### src/rtl/seq_alu.sv
// Multi-cycle ALU: single-cycle logic/add/sub/compare, iterative unsigned MUL and DIV
// with a start/busy/done handshake and registered result and status flags.
module seq_alu #(
    parameter int W = 4
) (
    input  logic           clk,
    input  logic           rst_n,
    input  logic           start,
    input  logic [2:0]     op,
    input  logic [W-1:0]   a,
    input  logic [W-1:0]   b,
    output logic           busy,
    output logic           done,
    output logic [2*W-1:0] result,
    output logic           zf,
    output logic           cf,
    output logic           vf,
    output logic           err
);

    localparam logic [2:0] OP_ADD = 3'b000;
    localparam logic [2:0] OP_SUB = 3'b001;
    localparam logic [2:0] OP_AND = 3'b010;
    localparam logic [2:0] OP_OR  = 3'b011;
    localparam logic [2:0] OP_XOR = 3'b100;
    localparam logic [2:0] OP_SLT = 3'b101;
    localparam logic [2:0] OP_MUL = 3'b110;
    localparam logic [2:0] OP_DIV = 3'b111;

    localparam int            CW       = (W > 1) ? $clog2(W) : 1;
    localparam logic [CW-1:0] CNT_LAST = CW'(W - 1);

    typedef enum logic [1:0] {IDLE, ITER, FIN} state_t;

    function automatic logic add_ovf(input logic sa, input logic sb, input logic sr);
        return (sa == sb) && (sr != sa);
    endfunction

    function automatic logic sub_ovf(input logic sa, input logic sb, input logic sr);
        return (sa != sb) && (sr != sa);
    endfunction

    state_t          state, state_nxt;
    logic [CW-1:0]   cnt;
    logic            is_div;
    logic [W-1:0]    quo, dvs, mp, rem;
    logic [2*W-1:0]  mc, acc;

    logic            accept, iter_go, single_go, last;
    logic signed [W-1:0] a_s, b_s;
    logic [W:0]      sum, dif;
    logic [2*W-1:0]  res_s;
    logic            cf_s, vf_s, err_s;

    logic [2*W-1:0]  acc_nxt, res_it;
    logic [W:0]      rem_sh, rem_dif;
    logic            qbit;
    logic [W-1:0]    rem_nxt, quo_nxt;

    // FIN doubles as an idle state so a new request is taken in the done cycle
    assign accept    = start && (state != ITER);
    assign iter_go   = accept && ((op == OP_MUL) || ((op == OP_DIV) && (b != '0)));
    assign single_go = accept && !iter_go;
    assign last      = (state == ITER) && (cnt == CNT_LAST);
    assign busy      = (state == ITER);

    always_comb begin
        state_nxt = state;
        unique case (state)
            IDLE, FIN: state_nxt = iter_go ? ITER : IDLE;
            ITER:      if (last) state_nxt = FIN;
            default:   state_nxt = IDLE;
        endcase
    end

    assign a_s = a;
    assign b_s = b;

    always_comb begin
        sum   = {1'b0, a} + {1'b0, b};
        dif   = {1'b0, a} - {1'b0, b};
        res_s = '0;
        cf_s  = 1'b0;
        vf_s  = 1'b0;
        err_s = 1'b0;
        unique case (op)
            OP_ADD: begin
                res_s = {{W{1'b0}}, sum[W-1:0]};
                cf_s  = sum[W];
                vf_s  = add_ovf(a[W-1], b[W-1], sum[W-1]);
            end
            OP_SUB: begin
                res_s = {{W{1'b0}}, dif[W-1:0]};
                cf_s  = dif[W];
                vf_s  = sub_ovf(a[W-1], b[W-1], dif[W-1]);
            end
            OP_AND:  res_s = {{W{1'b0}}, a & b};
            OP_OR:   res_s = {{W{1'b0}}, a | b};
            OP_XOR:  res_s = {{W{1'b0}}, a ^ b};
            OP_SLT:  res_s = {{(2*W-1){1'b0}}, (a_s < b_s)};
            // Only reached with b == 0: remainder = a, quotient saturates to all ones
            OP_DIV: begin
                res_s = {a, {W{1'b1}}};
                err_s = 1'b1;
            end
            default: res_s = '0;
        endcase
    end

    // One shift-add multiply step and one restoring divide step per ITER cycle
    assign acc_nxt = acc + (mp[0] ? mc : '0);
    assign rem_sh  = {rem, quo[W-1]};
    assign rem_dif = rem_sh - {1'b0, dvs};
    assign qbit    = ~rem_dif[W];
    assign rem_nxt = qbit ? rem_dif[W-1:0] : rem_sh[W-1:0];
    assign quo_nxt = {quo[W-2:0], qbit};
    assign res_it  = is_div ? {rem_nxt, quo_nxt} : acc_nxt;

    always_ff @(posedge clk) begin
        if (!rst_n) begin
            state  <= IDLE;
            cnt    <= '0;
            done   <= 1'b0;
            result <= '0;
            zf     <= 1'b0;
            cf     <= 1'b0;
            vf     <= 1'b0;
            err    <= 1'b0;
        end else begin
            state <= state_nxt;
            done  <= 1'b0;
            if (iter_go) begin
                cnt <= '0;
            end else if (busy) begin
                cnt <= cnt + CW'(1);
            end
            if (single_go) begin
                result <= res_s;
                zf     <= (res_s == '0);
                cf     <= cf_s;
                vf     <= vf_s;
                err    <= err_s;
                done   <= 1'b1;
            end else if (last) begin
                result <= res_it;
                zf     <= (res_it == '0);
                cf     <= 1'b0;
                vf     <= 1'b0;
                err    <= 1'b0;
                done   <= 1'b1;
            end
        end
    end

    // Iteration registers need no reset: they are always loaded on acceptance
    always_ff @(posedge clk) begin
        if (iter_go) begin
            is_div <= op[0];
            quo    <= a;
            dvs    <= b;
            mp     <= b;
            mc     <= {{W{1'b0}}, a};
            acc    <= '0;
            rem    <= '0;
        end else if (busy) begin
            acc <= acc_nxt;
            mc  <= mc << 1;
            mp  <= mp >> 1;
            rem <= rem_nxt;
            quo <= quo_nxt;
        end
    end

endmodule

### config.mk
export PLATFORM = sky130hd
export DESIGN_NAME = seq_alu
export DESIGN_NICKNAME = d
export VERILOG_FILES = /design/src/rtl/seq_alu.sv
export SDC_FILE = /design/constraint.sdc
export NUM_CORES = 1
export LEC_CHECK = 0
export ABC_AREA = 1
export BUFFER_PORTS_ARGS = -buffer_cell sky130_fd_sc_hd__buf_2
export CAP_MARGIN = 20
export CORE_MARGIN = 2
export CORE_UTILIZATION = 60
export CTS_BUF_LIST = sky130_fd_sc_hd__clkbuf_4 sky130_fd_sc_hd__clkbuf_8 sky130_fd_sc_hd__clkbuf_16
export DETAILED_ROUTE_END_ITERATION = 7
export PLACE_DENSITY = 0.8
export SLEW_MARGIN = 0
export SYNTH_ARGS = -nofsm -noshare
export SYNTH_HDL_FRONTEND = slang
export SYNTH_SLANG_ARGS = --single-unit
### constraint.sdc
create_clock -name clk -period 2.6 [get_ports clk]
set_clock_uncertainty 0.2 [all_clocks]
set_input_delay 0.39 -clock clk [delete_from_list [all_inputs] [get_ports clk]]
set_output_delay 0.39 -clock clk [all_outputs]
set_load 0.005 [all_outputs]
## Word level (Yosys, flattened, before mapping)

Cells that the tools add are included.

| cells by class | value |
|---|---|
| add/subtract/negate cells | 5 |
| multipliers | 0 |
| divide/modulo/power cells | 0 |
| $lt $le $gt $ge | 1 |
| eq/ne operators | 16 |
| shift operators | 0 |
| muxes and demuxes | 26 |
| bitwise logic cells | 5 |
| reduce and logical (&&, ||, !) cells | 18 |

Operators by type and width:

| operator | count |
|---|---|
| one-hot mux 8 bit (7 select lines) | 1 |
| 2-to-1 mux 8 bit | 4 |
| 2-to-1 mux 4 bit | 7 |
| logical NOT 8 bit | 2 |
| == test 3 bit, second input constant | 4 |
| 2-to-1 mux 1 bit | 10 |
| adder 8 bit | 1 |
| logical AND 1 bit | 7 |
| == test 3 x 2 -> 1 bit, second input constant | 2 |
| adder 4 x 4 -> 5 bit | 1 |
| subtractor 4 x 4 -> 5 bit | 1 |
| subtractor 5 x 4 -> 5 bit | 1 |
| AND 4 bit | 1 |
| == test 2 bit, second input constant | 2 |
| less-than comparator 4 bit | 1 |
| inequality test 2 x 1 -> 1 bit, second input constant | 2 |
| bitwise OR 4 bit | 1 |
| one-hot mux 1 bit (2 select lines) | 2 |
| one-hot mux 2 bit (2 select lines) | 1 |
| nonzero test 2 bit | 2 |
| nonzero test 4 bit | 1 |
| OR reduction 2 bit | 2 |
| bitwise XOR 4 bit | 1 |
| == test 3 x 1 -> 1 bit, second input constant | 1 |
| other kinds (10) | 13 |

| storage, ports and cells | value |
|---|---|
| register bits after elaboration | 50 |
| latch bits | 0 |
| RAM bits | 0 |
| memory bits (read-only) | 0 |
| input bits | 14 |
| logic and storage cells | 87 |
| memories | 0 |

## Logic depth before layout (Yosys ltp)

| depth | value |
|---|---|
| depth in word-level cells | 7 |
| mapped depth | 16 |
| gate-level depth less buffers | 15 |

## Least setup slack after synthesis

Ideal clock, no wire load.

| timing | value |
|---|---|
| kind | register to register |
| start point | register mp[0] |
| end point | register zf |
| setup time | 0.070 ns |
| arrival | 1.920 ns |
| required time | 2.330 ns |
| setup slack | 0.410 ns |
| cell stages (with the launch flop) | 14 |
| buffers on the path | 1 |
| clock period less this slack | 2.190 ns |
| path through | edfxtp_1 clkbuf_1 nand2_1 inv_1 ha_1 fa_1 xor2_1 nand2_1 nand3_1 nor2_1 nand3_1 nor2_1 nand2_1 a21oi_1 |

| between the ends | value |
|---|---|
| cells in the longest elaborated chain, start to end | 6 |

RTL lines:

| what | line | source |
|---|---|---|
| start: declaration | 46 | `logic [W-1:0] quo, dvs, mp, rem;` |
| start signal: assignment | 168 | `mp <= mp >> 1;` |
| 2-to-1 mux 8 bit | 111 | `assign acc_nxt = acc + (mp[0] ? mc : '0);` |
| adder 8 bit | 111 |  |
| 2-to-1 mux 8 bit | 117 | `assign res_it = is_div ? {rem_nxt, quo_nxt} : acc_nxt;` |
| logical NOT 8 bit | 146 | `zf <= (res_it == '0);` |
| 2-to-1 mux 1 bit | 144 | `end else if (last) begin` |
| 2-to-1 mux 1 bit | 137 | `if (single_go) begin` |
| end signal: assignment | 139 | `zf <= (res_s == '0);` |
| end signal: assignment | 146 |  |
| end: declaration | 15 | `output logic zf,` |

Every way passes these cells. The select of a mux whose other input is x is not followed.
A chain may end at the register's enable or synchronous reset.

## Final worst setup path

| timing | value |
|---|---|
| start point | register quo[3] |
| end point | register zf |

| between the ends | value |
|---|---|
| cells in the longest elaborated chain, start to end | 6 |
| elaborated cells on any way between the ends | 7 |
| those cells by class | 1 x add/sub; 4 x mux; 1 x bitwise; 1 x reduce/logical |

RTL lines:

| what | line | source |
|---|---|---|
| start: declaration | 46 |  |
| start signal: assignment | 170 | `quo <= quo_nxt;` |
| subtractor 5 x 4 -> 5 bit | 113 | `assign rem_dif = rem_sh - {1'b0, dvs};` |
| 2-to-1 mux 4 bit or NOT 1 bit (tied branches) | 115, 114 |  |
| 2-to-1 mux 8 bit (*) | 117 |  |
| logical NOT 8 bit (*) | 146 |  |
| 2-to-1 mux 1 bit (*) | 144 |  |
| 2-to-1 mux 1 bit (*) | 137 |  |

Every way passes the cells marked *; elsewhere a longest branch is shown, timed or not. The select of a mux whose other input is x is not followed.

==> metrics.yaml <==
grt_pass1_wl_um: 13500
synthArstFlopShare: 0
crit_buf_inv: 2
cts-htree-levels: 2
cts_hold_buf: 0
rows: 26
die_w_um: 78.1
nets: 522
post_cts_buffers: 0
grtUsageTotal: 0.281
fp.dieH_um: 78.1
crit_path_end_kind: "flip-flop"
root_buffer: "clkbuf_8"
fmax_ghz: 0.415
drv_slew: 0
dp_hpwl_um: 6240
cts_made_buffers: 5
setup_viol_count_final: 0
mostFrequentLayoutCells: "nand2_1, inv_1, nand3_1"
maxSlewHeadroom: 0.688
status: "finished, final reports clean"
drc: 0
post-route-min-period_ns: 2.41
crit_top_cell: "nand2_1"
clkTransAtPathRegs_ns: 0.11
start_kind: "flip-flop"
synth-seq-cells: 50
place_inst: 543
cts-resized-gates: 0
ir_worst_vdd_mv: 0.370
cts_tree: "yes"
io_pins: 28
holdCritStartpoint: "b[2]"
ys.flop_type: "dfxtp_1"
synth-seq-area-share: 0.355
cp_slowest_stage_delay_ns: 0.39
r2r-start: "quo[3]$_DFFE_PP_"
syn_area_um2: 3300
antenna_cells: 0
die-area_um2: 6100
synth_cell_type_count: 37
power_density_nw_per_um2: 662
cp_data_arrival_time_ns: 2.47
vias: 3024
hold_viol: 0
path_delay_family: "simple AND/OR/NAND/NOR gates"
setup_tns_ns: 0
clockBufferDepth: 2
antenna_found_initial: 0
vias_per_cell: 5.49
syn2layout_area_growth_pct: 8.77
stdcell_area_um2: 3590
cp_max_fo: 5
final_common_cell: "nand2_1"
cp_slowest_cell: "fa_1"
start_util: 0.633
placed_cell_area_um2: 3470
period_share: 0.927
wl_per_cell_um: 14.6
p_leak_nw: 1.81
drive_gt1_frac: 0.121
wl_um: 8040
syn-num-nets: 495
first_pass_iters: 4
fillCellCount: 464
overflow: 0
tightest_slew_ns: 0.467
preCtsSetupSlack_ns: 0.135
path_class: "flip-flop to flip-flop"
drt-initial-drc-count: 167
portBuffers: 27
final_cell_count_no_fill: 551
clk_latency_ns: 0.31
crit_start: "quo[3]$_DFFE_PP_"
required_ns: 2.66
fin_ws_ns: 0.190
grt_max_degree: 21
gp_congestion: 0.875
maxCapViolCount: 0
synth_cells: 453
synth_edf_count: 17
p_total_mw: 2.38
synth_warnings: 0
rsz0062_at_grt: "no"
path_cells: "inv_1 -> ha_1 -> inv_1 -> fa_1 -> nand3_1 -> nand3_1 -> nand2_1 -> nand2_2 -> nand2_1 -> nand2_1 -> nand2_1 -> nand2_1 -> nor2_1 -> nand2_1 -> a21oi_1"
ant_nets: 0
worstHoldPathType: "primary input to flip-flop"
grt_pass1_vias: 2878
synth.avg_cell_area_um2: 7.28
core_um2: 5200
clock-sinks: 50
-- layout make-up --
cell class / count / area (um2) / share of cell area
clock buffer: 6 / 93.8 / 0.0262
timing repair buffer: 32 / 173 / 0.0482
sequential: 50 / 1170 / 0.327
clock inverter: 2 / 17.5 / 0.00488
tap: 70 / 87.6 / 0.0244
multi-input combinational: 328 / 1810 / 0.503
inverter: 63 / 238 / 0.0663
-- worst reg2reg max path: cells and delay by family, from the launching register on --
| kind | cells | cell delay [ns] |
|---|---|---|
| AND/OR/NAND/NOR | 10 | 1.02 |
| buffers and inverters | 2 | 0.14 |
| flip-flops | 1 | 0.37 |
| AO/OA/AOI/OAI | 1 | 0.12 |
| adder cells (fa/ha/maj) | 2 | 0.53 |
-- per-stage QoR --
| step | utilization | hold slack, ns |
|---|---|---|
| after global routing | 0.689 | 0.119 |
| after detailed placement | 0.667 | 0.247 |
| final | 0.689 | 0.114 |
| after CTS | 0.688 | 0.113 |
| after floorplan | - | 0.228 |
| after global placement | 0.667 | 0.245 |
-- cell families after synthesis --
kind of cell / after synthesis / synth area share
and+or+nand+nor: 232 / 0.303
buffers and inverters: 75 / 0.0979
AOI/OAI and AO/OA: 62 / 0.113
DFF: 50 / 0.355
adders and majority gates: 28 / 0.115
xor gates and xnor gates: 6 / 0.0159
-- final timing paths --
kind	end	slack, ns	cells after the start
max	zf$_SDFFE_PN0P_	0.19	15
min	dvs[2]$_DFFE_PP_	0.11	1
max reg2reg	zf$_SDFFE_PN0P_	0.19	15
min reg2reg	mc[7]$_SDFFE_PP0P_	0.28	2
-- state kept, by name (all words and copies together), names as in the netlist --
register / cells
mp: 4
zf: 1
cf: 1
dvs: 4
mc: 8
err: 1
vf: 1
state: 2
cnt: 2
rem: 4
quo: 4
done: 1
acc: 8
result: 8
is_div: 1
-- power by group --
group | internal [mW] | leakage (nW) | switching [mW]
sequential | 0.921 | 0.430 | 0.0716
combinational | 0.296 | 1.32 | 0.545
clock | 0.254 | 0.0569 | 0.289
-- metal layers --
metal,global-route usage,vias to the layer above,part of all wire
met1,0.355,1392,0.43
met4,0.0965,0,0.020
met2,0.498,91,0.49
met5,0,-,0
met3,0.0345,12,0.058
li1,-,1529,-
-- synthesized netlist by cell type, types with 2 or more instances --
library cell,instances,area (um2)
inv_2,2,7.51
a31oi_1,12,75.1
or2_2,3,18.8
dfxtp_1,33,661
clkbuf_1,2,7.51
nand2_1,134,503
o22ai_1,2,12.5
fa_1,4,80.1
edfxtp_1,17,510
o21ai_2,3,26.3
nor2_1,32,120
ha_1,24,300
nor3_1,3,15.0
inv_1,59,221
nor2_4,3,33.8
o21ai_0,20,100
nand3_1,46,230
xor2_1,6,52.6
a32o_1,2,20.0
nand4_1,6,37.5
a21oi_1,17,85.1
nand2_2,2,12.5
buf_2,4,20.0
buf_6,4,45.0
(Power assumes the default switching activity.)
